**src/rtl/tick_countdown.sv**
```systemverilog
// Tick-driven countdown with an edge-detecting tick_in synchronizer, 4-state FSM and BCD display digits.
// tick_pulse lags tick_in by SYNC_STAGES+1 cycles; no backpressure. TICK_BOTH_EDGES_EN counts both tick_in edges.
module tick_countdown #(
    parameter int LOAD_W      = 7,
    parameter int SYNC_STAGES = 2
) (
    input  logic              clk_in,
    input  logic              reset,
    input  logic              tick_in,
    input  logic              start,
    input  logic              pause,
    input  logic [LOAD_W-1:0] load_value,
    output logic              tick_pulse,
    output logic [LOAD_W-1:0] remaining,
    output logic              running,
    output logic              expired,
    output logic [3:0]        bcd_tens,
    output logic [3:0]        bcd_ones
);

    localparam logic [1:0] ST_IDLE    = 2'd0;
    localparam logic [1:0] ST_RUN     = 2'd1;
    localparam logic [1:0] ST_PAUSED  = 2'd2;
    localparam logic [1:0] ST_EXPIRED = 2'd3;

    logic [SYNC_STAGES-1:0] sync_q;
    logic                   hist_q;
    logic [SYNC_STAGES:0]   prime_q;
    logic                   edge_det;
    logic [1:0]             state_q;
    int                     rem_int;

    // prime_q keeps the freshly-cleared chain from faking an edge when tick_in is already high after reset
    always_ff @(posedge clk_in) begin
        if (reset) begin
            sync_q     <= '0;
            hist_q     <= 1'b0;
            prime_q    <= '0;
            tick_pulse <= 1'b0;
        end else begin
            sync_q     <= {sync_q[SYNC_STAGES-2:0], tick_in};
            hist_q     <= sync_q[SYNC_STAGES-1];
            prime_q    <= {prime_q[SYNC_STAGES-1:0], 1'b1};
            tick_pulse <= edge_det;
        end
    end

`ifdef TICK_BOTH_EDGES_EN
    assign edge_det = prime_q[SYNC_STAGES] & (sync_q[SYNC_STAGES-1] ^ hist_q);
`else
    assign edge_det = prime_q[SYNC_STAGES] & sync_q[SYNC_STAGES-1] & ~hist_q;
`endif

    always_ff @(posedge clk_in) begin
        if (reset) begin
            state_q   <= ST_IDLE;
            remaining <= '0;
            expired   <= 1'b0;
        end else begin
            expired <= 1'b0;
            if (start) begin
                if (load_value != '0) begin
                    state_q   <= ST_RUN;
                    remaining <= load_value;
                end else begin
                    state_q   <= ST_EXPIRED;
                    remaining <= '0;
                    expired   <= 1'b1;
                end
            end else begin
                case (state_q)
                    ST_RUN: begin
                        if (pause) begin
                            state_q <= ST_PAUSED;
                        end else if (tick_pulse) begin
                            if (remaining <= LOAD_W'(1)) begin
                                remaining <= '0;
                                state_q   <= ST_EXPIRED;
                                expired   <= 1'b1;
                            end else begin
                                remaining <= remaining - LOAD_W'(1);
                            end
                        end
                    end
                    ST_PAUSED: begin
                        if (!pause) state_q <= ST_RUN;
                    end
                    default: ;
                endcase
            end
        end
    end

    assign running = (state_q == ST_RUN) || (state_q == ST_PAUSED);

    always_comb begin
        rem_int  = int'(remaining);
        bcd_tens = 4'd9;
        bcd_ones = 4'd9;
        if (rem_int <= 99) begin
            bcd_tens = 4'(rem_int / 10);
            bcd_ones = 4'(rem_int % 10);
        end
    end

endmodule

```
**config.mk**
```make
export PLATFORM = sky130hd
export DESIGN_NAME = tick_countdown
export DESIGN_NICKNAME = d
export VERILOG_FILES = /design/src/rtl/tick_countdown.sv
export SDC_FILE = /design/constraint.sdc
export NUM_CORES = 1
export LEC_CHECK = 0
export CAP_MARGIN = 0
export CORE_MARGIN = 4
export CORE_UTILIZATION = 44
export DETAILED_ROUTE_END_ITERATION = 16
export PLACE_DENSITY = 0.73
export SYNTH_ARGS = -nofsm -noshare
export SYNTH_HDL_FRONTEND = slang
export SYNTH_SLANG_ARGS = --single-unit
```
**constraint.sdc**
```tcl
create_clock -name clk_in -period 6.3 [get_ports clk_in]
set_clock_uncertainty 0.05 [all_clocks]
set_input_delay 1.26 -clock clk_in [delete_from_list [all_inputs] [get_ports clk_in]]
set_output_delay 1.26 -clock clk_in [all_outputs]
set_load 0.01 [all_outputs]
```
Word-level counts from Yosys, hierarchy flattened
Cells that the tools add are included.
- flip-flop bits (word level): 17
- input port bits: 12
- bitwise logic cells: 3
- divide/modulo/power cells: 2
- multiplexer cells: 22
- add/subtract/negate cells: 1
- reductions and logical operators: 7
- order comparisons: 2
- equality and inequality tests: 6
- operator list (cell ; count):
    2-to-1 mux 7 bit ; 6
    divider 8 x 5 -> 32 bit (second input constant) ; 1
    remainder unit 8 x 5 -> 32 bit (second input constant) ; 1
    2-to-1 mux 2 bit ; 6
    2-to-1 mux 4 bit ; 2
    inequality test 4 bit (second input constant) ; 2
    less-or-equal comparator 7 x 1 -> 1 bit (second input constant) ; 1
    less-or-equal comparator 7 bit (second input constant) ; 1
    2-to-1 mux 1 bit ; 7
    nonzero test 7 bit ; 1
    subtractor 7 x 1 -> 7 bit (second input constant) ; 1
    case mux 2 bit (2 select lines) ; 1
    AND reduction 4 bit ; 1
    nonzero test 2 bit ; 2
    inequality test 3 bit (second input constant) ; 1
    AND reduction 3 bit ; 1
    nonzero test 3 bit ; 1
    bitwise AND 1 bit ; 2
    equality test 2 x 1 -> 1 bit (second input constant) ; 1
    equality test 2 bit (second input constant) ; 1
    inequality test 2 bit (second input constant) ; 1
    logical OR 1 bit ; 1
    NOT 1 bit ; 1

Longest topological paths before layout
- depth in word-level cells: 6
- depth in mapped cells: 11
- depth with buffers taken out: 9

Worst setup path after synthesis
No wires, ideal clock.
- kind: flip-flop to output port
- start point: register remaining[5]
- end point: output bcd_ones[2]
- stages on the path, launching flop included: 12
- path slack: 2.208 ns
- data arrival time: 2.782 ns
- cells stage by stage: dfxtp_1 buf_6 or2_1 buf_6 ha_1 and2b_4 a22o_1 a211oi_4 nand2_1 a221o_1 a2bb2oi_2 mux2i_1
- word-level cells in the longest chain between the ends: 2
- elaborated cells on any way between the ends: 3
- classes of those cells: div (1); order compare (1); mux (1)
- ends and longest elaborated chain (item ; RTL line ; source):
    start: declaration ; 14 ; output logic [LOAD_W-1:0] remaining,
    start signal: assignment ; 64 ; remaining <= load_value;
    start signal: assignment ; 81 ; remaining <= remaining - LOAD_W'(1);
    remainder unit 8 x 5 -> 32 bit / less-or-equal comparator 7 bit (equally long branches) ; 102, 100 ;
    2-to-1 mux 4 bit * ; 100 ; if (rem_int <= 99) begin
    end: declaration ; 18 ; output logic [3:0] bcd_ones
Mark *: on every way between the ends. The rest lies on a longest branch, timed or not.

Final worst setup path
Ends and elaborated chain as after synthesis.

==> parameters.txt <==
Parameter                              Value

Routing
  Post-route antenna net violation count ... 0
  DR vias/cell ... 5.56
  1st-iter DRT viols ... about 110
  Total wire length ... 3.50 mm
  Routed length per placed instance ... approximately 14 µm
  DR DRC count ... 0
  Iteration count of the initial detailed-routing pass ... 4
  Via count ... 1429

Setup path
  Max FO, Critical Path ... 20
  Worst-case reg-to-reg path depth ... 7
  Count of cell instances traversed by the critical path ... 10
  Worst path slowest cell ... sky130_fd_sc_hd__dfxtp_1
  Nature of the critical path startpoint ... register
  Crit-path cells ... or2_1 > ha_1 > or2b_1 > and3_1 > a211oi_4 > nand2_1 > a221o_1 > a2bb2oi_2 > mux2i_1 > clkdlybuf4s50_1
  Number of buffers and inverters on the critical path ... 1
  Kind of cell with the highest combined delay on the critical path ... simple AND/OR/NAND/NOR gates
  Slowest Stage Delay on Critical Path ... 0.68 ns
  Data arrival time of the critical path ... 3.75 ns
  Crit Path Category ... register to output port
  Worst path required time ... ~5.0 ns
  Endpoint kind of the worst setup timing path ... output port

Timing
  Final critical-path share of the clock period ... 80.3%
  Final Hold Fails ... 0
  Max-slew violations ... 0
  Max frequency ... about 0.2 GHz
  Total Negative Setup Slacks ... 0 ns
  Number of setup violations in the final report ... 0
  Unrepaired setup endpoints after global routing ... false
  Worst hold margin ... 0.393 ns
  Final WS setup ... approximately 1.2 ns
  Final worst path period need ... 5.06 ns
  Worst slew margin ... a little over half
  Least-Margin Pin Slew ... 0.683 ns

Power
  Total power draw ... 0.000307 W
  P_int ... 0.000200 W
  P_sw ... 0.000107 W
  Relative contribution of combinational cells to total power ... between 40% and 50%
  Power density of the placed cells ... 173 nW/µm²
  Worst vdd ir ... 136 µV
  Sequential power share ... 39.8%
  Fraction of power spent switching nets ... 34.8%
  Portion of total power attributed to the clock network ... 19.0%
  Leak pwr ... 0.661 nW

Yosys
  Post-synth top area cell ... sky130_fd_sc_hd__dfxtp_1
  Average instance area after synthesis ... 7.66 µm²
  Area share of fa/ha/maj cells after synthesis ... 7.57%
  Seq cells post-synth ... 17
  Cells taking the most area after synthesis ... sky130_fd_sc_hd__dfxtp_1, sky130_fd_sc_hd__nor2_1, sky130_fd_sc_hd__a21oi_1
  Primary FF master, synth ... sky130_fd_sc_hd__dfxtp_1
  XOR/XNOR Fraction of Synth Area ... 1.19%
  Share of synthesized area occupied by flip-flops and latches ... 23.1%
  Nets in the synthesized netlist ... between 200 and 250
  Netlist area before placement ... 1470 µm²
  Synthesis warning total ... 0
  Largest family of logic cells by synthesized area ... simple AND/OR/NAND/NOR gates
  Share of synthesized registers carrying an async set or reset ... 0%
  Gate count of the mapped netlist ... around 190
  Synth cell types ... 53
  Complex-gate fraction of the synthesized area ... 29.3%
  Number of flops mapped to enable cells by yosys ... 0
  Fraction of post-synthesis cell area in the top cell type by area ... 23.1%
  Share of synthesized cell area in and, or, nand and nor gates ... 30.1%
  Mux cell area share after synthesis ... 2.04%

GRT
  Remaining global-route overflow ... 0
  Routing usage on met2 ... about a quarter
  Met3 layer usage reported by global route ... just over 4%
  Peak-usage layer in the global routing report ... met2
  Antenna violations before repair ... 0
  Wire length of the first global-routing pass ... about 6.1 mm
  Vias in the first global route ... 1301
  Pin count of the biggest net entering global routing ... 25
  All-layer global routing usage ... around 17%
  Global-route met1 utilization ... 24.9%

Floorplanning
  Starting density of the core ... roughly 47%
  Floorplan die width ... 65.8 µm
  Placeable core area ... 3130 µm²
  Die outline area ... 4330 µm²
  # rows ... 20
  Die span in y ... around 66 µm
  Num ports ... 30

Flow run
  Reported max-cap violation count ... 0

Clock network
  CTS Sinks ... 17
  Resized Gates After CTS ... 0
  CTS Buf Count ... 3
  Buffer levels on the longest clock path ... 2
  Clock input transition at the sequential cells of the worst setup and hold paths ... roughly 0.11 ns
  Setup fix buffers added after clock tree synthesis ... 0
  CTS tree ... yes
  Clock latency at the later pin of the worst-skew pair ... 0.29 ns
  Post-CTS Hold Fix Bufs ... 0
  Number of H-tree levels ... 1
  Cell at the root of the clock tree ... sky130_fd_sc_hd__clkbuf_4

Layout
  Area occupied by multi-input gates ... 1030 µm²
  Layout cells sized above 1 ... 7.04%
  Fillers ... 305
  FF+latch area ... 340 µm²
  Final antenna diode count ... 0
  Area overhead of the layout relative to synthesis ... 20.9%
  # nets final ... 234
  Layout Utilization ... around 57%

Placement
  Worst slack at placement ... approximately 1.6 ns
  Port-buffer cells ... 29
  Routability congestion estimate from global placement ... 0.856
  HPWL Detailed ... 2.67 mm

Worst hold path
  Number of cells on the worst hold path ... 1
  Worst hold-check path type ... register to register

Status
  Outcome ... finished clean
## kinds of logic after synthesis
logic type | count (synthesis)
xor gates and xnor gates | 2
AOI/OAI and AO/OA | 58
and+or+nand+nor | 83
DFF | 17
buffers and inverters | 20
adders and majority gates | 9
muxes | 3
## area by class of cell
class                   instances  share of cell area [%]
multi-input cells             155                    58.0
flip-flops and latches         17                    19.1
repair buffers                 30                    16.7
well taps                      44                    3.09
inverters                       7                    1.48
clock buffers                   3                    1.27
clock inverters                 1                   0.281
## cell usage after synthesis (5+ instances only)
| library cell | count |
|---|---|
| sky130_fd_sc_hd__nand2b_1 | 5 |
| sky130_fd_sc_hd__dfxtp_1 | 17 |
| sky130_fd_sc_hd__clkbuf_1 | 8 |
| sky130_fd_sc_hd__ha_1 | 8 |
| sky130_fd_sc_hd__nor2b_1 | 7 |
| sky130_fd_sc_hd__a21oi_1 | 20 |
| sky130_fd_sc_hd__nor2_1 | 27 |
| sky130_fd_sc_hd__a211oi_1 | 5 |
| sky130_fd_sc_hd__o21ai_0 | 7 |
| sky130_fd_sc_hd__inv_1 | 7 |
| sky130_fd_sc_hd__nand3_1 | 6 |
| sky130_fd_sc_hd__nand2_1 | 8 |
| sky130_fd_sc_hd__nor3_1 | 8 |
## flip-flops by register name, indices dropped and copies added, names as in the netlist
register    flops
remaining       7
prime_q         3
state_q         2
sync_q          2
expired         1
hist_q          1
tick_pulse      1
## stage by stage
stage | cell area, µm² | cells
CTS | 1780 | 257
finish | 1780 | 257
global placement | 1750 | 253
global route | 1780 | 257
detailed placement | 1750 | 253
floorplan | 1470 | 192
## final timing paths
check	startpoint	end	slack, ns
worst max-delay path	remaining[5]	bcd_ones[2]	1.24
worst min-delay path	sync_q[0]	sync_q[1]	0.39
worst max register to register	remaining[3]	remaining[3]	3.89
worst min register to register	sync_q[0]	sync_q[1]	0.39
## power by group through the flow
stage / logic [W] / registers (W) / clock network (W)
2_1_floorplan: 0.0000877 / 0.000120 / 0
3_3_place_gp: 0.000126 / 0.000124 / 0
3_5_place_dp: 0.000127 / 0.000125 / 0
4_1_cts: 0.000127 / 0.000122 / 0.0000598
5_1_grt: 0.000141 / 0.000124 / 0.0000663
6_report: 0.000127 / 0.000122 / 0.0000583
## cell usage in the layout (no fill, tap or decap), types with 5 or more instances in the layout
cell type                         Yosys  final
sky130_fd_sc_hd__a21oi_1             20     20
sky130_fd_sc_hd__nand2_1              8      8
sky130_fd_sc_hd__ha_1                 8      8
sky130_fd_sc_hd__inv_1                7      7
sky130_fd_sc_hd__nand3_1              6      6
sky130_fd_sc_hd__a211oi_1             5      5
sky130_fd_sc_hd__dfxtp_1             17     17
sky130_fd_sc_hd__nor2b_1              7      7
sky130_fd_sc_hd__nor3_1               8      8
sky130_fd_sc_hd__nor2_1              27     27
sky130_fd_sc_hd__clkdlybuf4s50_1      0     29
sky130_fd_sc_hd__nand2b_1             5      5
sky130_fd_sc_hd__o21ai_0              7      7
## layer usage
layer | vias to the layer above | wire length, µm
met5 | - | 0
met4 | 0 | 38
met3 | 6 | 157
met2 | 32 | 1590
met1 | 665 | 1720
li1 | 726 | -
No activity file was read; power rests on OpenSTA's default activity.
==> RTL edit 1: new RTL, same flow settings <==
Make the reset (`reset`) asynchronous in 2 clocked blocks.
--- a/src/rtl/tick_countdown.sv
+++ b/src/rtl/tick_countdown.sv
@@ -33,3 +33,3 @@
     // prime_q keeps the freshly-cleared chain from faking an edge when tick_in is already high after reset
-    always_ff @(posedge clk_in) begin
+    always_ff @(posedge clk_in or posedge reset) begin
         if (reset) begin
@@ -53,3 +53,3 @@
 
-    always_ff @(posedge clk_in) begin
+    always_ff @(posedge clk_in or posedge reset) begin
         if (reset) begin
Function: differs if reset is asserted again (counterexample within 4 cycles, from zero or initial values and one cycle with reset high); with reset held inactive, the same outputs for 10 cycles.
==> RTL edit 1 against the original RTL <==
- area after synthesis increased by 2.0%
- synthesized cell count down 2.1%
- sequential cell count unchanged
- design area increased by 2.2%
- worst setup slack worse by 0.58 ns
- global-route usage is 0.42 points higher
- clock power fell by 2%
- critical path depth is 3 higher
- power increased by 43%
- routed wire length rose by 5.9%
==> RTL edit 1: results (changes against the original RTL) <==
Status:
- The flow ran to the end, and the final reports show no timing, DRC or antenna violations.

Critical path:
- The slack of the worst reg-to-reg path is 3.94 ns (+0.05 ns).
- The beginning of the critical path is remaining[5].
- For this design, the slowest cell found on the critical path is sky130_fd_sc_hd__dfrtp_1.
- The largest fanout on the critical path is 23 (+15%).
- The arrival time at the worst endpoint was 4.33 ns (+0.58 ns).
- The longest individual stage delay on the worst path is 0.64 ns (-0.04 ns).
- The critical register-to-register path endpoint is state_q[0].
- The source of the worst register-to-register timing path is remaining[3].

Global route:
- The global-route track usage on met1 is 21.12% (-3.8 points).
- The fraction of met2 tracks used by global routing is 33.21% (+6.9 points).
- The global-route wire length before repair is 6.196 mm (+1.6%).
- The overall fraction of global-route tracks in use is 17.83% (+0.42 points).

Synthesis:
- In the post-synthesis netlist, the biggest area contributors are sky130_fd_sc_hd__dfrtp_1, sky130_fd_sc_hd__ha_1, sky130_fd_sc_hd__nand2_1.
- In the synthesized netlist, the cells that appear most often are sky130_fd_sc_hd__nand2_1, sky130_fd_sc_hd__dfrtp_1, sky130_fd_sc_hd__a21oi_1, sky130_fd_sc_hd__nor2_1, sky130_fd_sc_hd__o21ai_1.
- The share of synthesized area occupied by flip-flops and latches is 28.33% (+5.2 points).
- The net count after synthesis came to 209 (-1.4%).
- The synthesized area per cell was 7.986 µm² (+4.2%).
- The proportion of register bits with asynchronous set or reset after synthesis is 100.0% (+100 points).

Place:
- The placed wire-length estimate after detailed placement is 2.909 mm (+9.1%).
- The worst setup timing slack at the placement stage is 1.029 ns (-0.5595 ns).
- The number of placed cells counting well taps was 251 (-0.79%).
- The standard cell area after detailed placement is 1793 µm² (+2.4%).

Final layout:
- The fraction of final layout cells sized beyond drive strength 1 is 5.687% (-1.4 points).
- The count of filler cells inserted in the layout came to 309 (+1.3%).
- The layout net count is 233 (-0.43%).

STA:
- The final worst slack is 0.6597 ns (-0.5786 ns).
- The worst hold margin is 0.3061 ns (-0.08646 ns).
- The measured slew at the worst slew-check pin is 0.7228 ns (+0.03998 ns).

Hold path:
- The worst hold path depth is 0 (-1).
- The end point of the most critical hold path is prime_q[2].

Power and ir drop:
- The worst supply voltage drop on vdd was 0.1984 mV (+46%).
- The internal power component came to 0.2671 mW (+33%).
- The sequential power share is 33.6% (-6.2 points).
- The combinational group share of total power came to 53.4% (+12 points).
- The net load switching power is 0.1728 mW (+61%).

Detailed routing:
- The met3 routed wirelength is 146 µm (-7.0%).
- The wire length on met1 is 1.612 mm (-6.0%).
- The initial DRC count is 112 (+3.7%).
- The via-per-instance ratio came to 5.651 (+1.6%).
- The met2 wire length is 1.949 mm (+23%).
- The routed via count is 1441 (+0.84%).

Clock network:
- The largest buffer count on any clock path was 2 (unchanged).
- The cell at the root of the clock tree is sky130_fd_sc_hd__clkbuf_4.
==> RTL edit 1: cell count changes after synthesis, sizes merged, moves of 4 or more <==
cell    before  now
dfrtp        0   17
dfxtp       17    0
o211ai       4    0
a21oi       22   14
a211oi       6    1
nand2        8   23
o21ai        8   24
nor2        27   14
==> RTL edit 1: cell type report <==
class	instances	area (µm²)	area share, %
clock buffers	4	26.28	1.444
inverters	9	33.78	1.857
multi-input cells	152	988.4	54.33
flip-flops and latches	17	425.4	23.38
well taps	44	55.05	3.026
repair buffers	29	290.3	15.96
==> RTL edit 1: cell families (layout without fill, tap and decap cells) <==
group	Yosys count	after routing	synth area share [%]
AND/OR/NAND/NOR	77	77	26.83
buffers and inverters	19	42	5.832
XOR/XNOR	2	2	1.167
multiplexers	1	1	0.7499
adder cells (fa/ha/maj)	9	9	7.500
AO/OA/AOI/OAI	62	62	29.34
flip-flops	17	17	28.33
other	1	1	0.2498
==> RTL edit 2: new RTL, same settings <==
Made on the original files. Build with the macro `TICK_BOTH_EDGES_EN` defined.
--- a/src/rtl/tick_countdown.sv
+++ b/src/rtl/tick_countdown.sv
@@ -2,2 +2,4 @@
 // tick_pulse lags tick_in by SYNC_STAGES+1 cycles; no backpressure. TICK_BOTH_EDGES_EN counts both tick_in edges.
+`define TICK_BOTH_EDGES_EN
+
 module tick_countdown #(
Formal check against the unedited RTL: not equivalent (a bounded check fails within 10 cycles, from zero or initial values and one cycle with reset high).
==> RTL edit 2 against the original RTL <==
- routed wire length grew 1.7%
- area after synthesis is 3.4% higher
- critical path depth rose by 2
- worst setup slack worse by 0.25 ns
- design area rose by 3.4%
- synthesized cell count is 2.6% higher
- power up 31%
- sequential cell count did not move
- critical endpoint is now bcd_ones[3]
==> RTL edit 2: results (changes against the original RTL) <==
Place:
- The global placer's final weighted congestion came to 0.8435 (-1.5%).
- The worst setup timing slack at the placement stage is 1.329 ns (-0.2593 ns).
- The placed wire-length estimate after detailed placement is 2.656 mm (-0.38%).
- The number of placed cells counting well taps is 259 (+2.4%).

Global route:
- The via count of the first global-routing pass is 1361 (+4.6%).
- The overall fraction of global-route tracks in use was 17.23% (-0.18 points).
- The global-route wire length before repair is 6.175 mm (+1.2%).

Final layout:
- In the final layout, the registers with the most flip-flops are remaining (7), prime_q (3).
- The number of antenna diodes is 0 (unchanged).
- The layout net count is 238 (+1.7%).
- The fraction of final layout cells sized beyond drive strength 1 was 8.756% (+1.7 points).
- The count of filler cells inserted in the layout is 332 (+8.9%).

Power and ir drop:
- The leakage power of the design is 0.7228 nW (+9.4%).
- The worst supply voltage drop on vdd is 0.1429 mV (+5.3%).

Synthesis:
- Ranked by total cell area, the synthesized netlist is headed by sky130_fd_sc_hd__dfxtp_1, sky130_fd_sc_hd__ha_1, sky130_fd_sc_hd__nor2_1.
- The share of synthesized area occupied by flip-flops and latches came to 22.37% (-0.76 points).
- The net count after synthesis is 217 (+2.4%).
- The number of cells produced by synthesis is 197 (+2.6%).
- The number of different library cells in the post-synthesis netlist came to 59 (+11%).
- By count the netlist is led by sky130_fd_sc_hd__nor2_1, sky130_fd_sc_hd__dfxtp_1, sky130_fd_sc_hd__a21oi_1.

Clock network:
- The number of hold buffers added after CTS is 0 (unchanged).

Detailed routing:
- The detailed-route wire length per cell is 13.53 µm (-0.63%).
- The length of the first detailed-routing pass in iterations is 6 (+2).
- The via-per-instance ratio came to 5.700 (+2.5%).
- The final wirelength is 3.558 mm (+1.7%).
- The initial DRC count is 129 (+19%).

Status:
- The flow ran to the end, and the final reports show no timing, DRC or antenna violations.

STA:
- The measured slew at the worst slew-check pin is 0.9797 ns (+0.2969 ns).

Critical path:
- The largest fanout on the critical path is 16 (-20%).
[RTL edit 2: kinds of logic (layout without fill, tap and decap cells)]
group           Yosys count  count (layout)  synth area share (%)
simple gates             80              80                 28.12
compound gates           60              60                 31.50
buf+inv                  24              44                 6.415
flops                    17              17                 22.37
fa+ha+maj                 9               9                 7.237
mux                       4               4                 2.632
xor+xnor                  3               3                 1.727
[RTL edit 2: final cells by class]
class	count	area share (%)
flip-flops and latches	17	18.50
well taps	46	3.129
multi-input cells	156	58.91
clock buffers	4	1.429
repair buffers	29	15.78
inverters	11	2.245
[RTL edit 2: routing by layer]
| layer | routed length, µm | vias to the layer above | global-route usage (%) |
|---|---|---|---|
| met5 | 0 | - | 0 |
| met2 | 1614 | 40 | 28.09 |
| li1 | - | 767 | - |
| met1 | 1736 | 687 | 24.21 |
| met4 | 20 | 0 | 2.538 |
| met3 | 186 | 5 | 2.698 |
[RTL edit 2: path summary, 6_finish.rpt]
kind / startpoint / to / slack [ns] / cells after the start
setup / recovery: remaining[4] / bcd_ones[3] / 0.99 / 12
hold / removal: sync_q[0] / sync_q[1] / 0.39 / 1
setup reg to reg: remaining[1] / remaining[5] / 3.90 / 7
hold reg to reg: sync_q[0] / sync_q[1] / 0.39 / 1
[RTL edit 2: critical path, stage by stage, from the launching register on]
cell and delay [ns]:
sky130_fd_sc_hd__dfxtp_1 0.63, sky130_fd_sc_hd__nor2_2 0.10, sky130_fd_sc_hd__inv_2 0.13, sky130_fd_sc_hd__ha_1 0.28
sky130_fd_sc_hd__nand2b_1 0.19, sky130_fd_sc_hd__o21ai_0 0.37, sky130_fd_sc_hd__and2_1 0.39, sky130_fd_sc_hd__a21oi_1 0.11
sky130_fd_sc_hd__a211o_1 0.34, sky130_fd_sc_hd__a31oi_1 0.28, sky130_fd_sc_hd__o31ai_1 0.14, sky130_fd_sc_hd__a211oi_2 0.19
sky130_fd_sc_hd__clkdlybuf4s50_1 0.55
[RTL edit 2: power breakdown]
group	switching [mW]	internal, mW	total (mW)
sequential	0.0194	0.115	0.134
clock	0.0345	0.0246	0.0592
combinational	0.103	0.107	0.211
total	0.157	0.247	0.404
[RTL edit 2: per-stage QoR]
step | instance area [µm²] | hold slack (ns)
floorplan | 1521 | 0.3638
global placement | 1813 | 0.3673
detailed placement | 1813 | 0.3712
CTS | 1839 | 0.3956
global route | 1839 | 0.4156
finish | 1839 | 0.3926
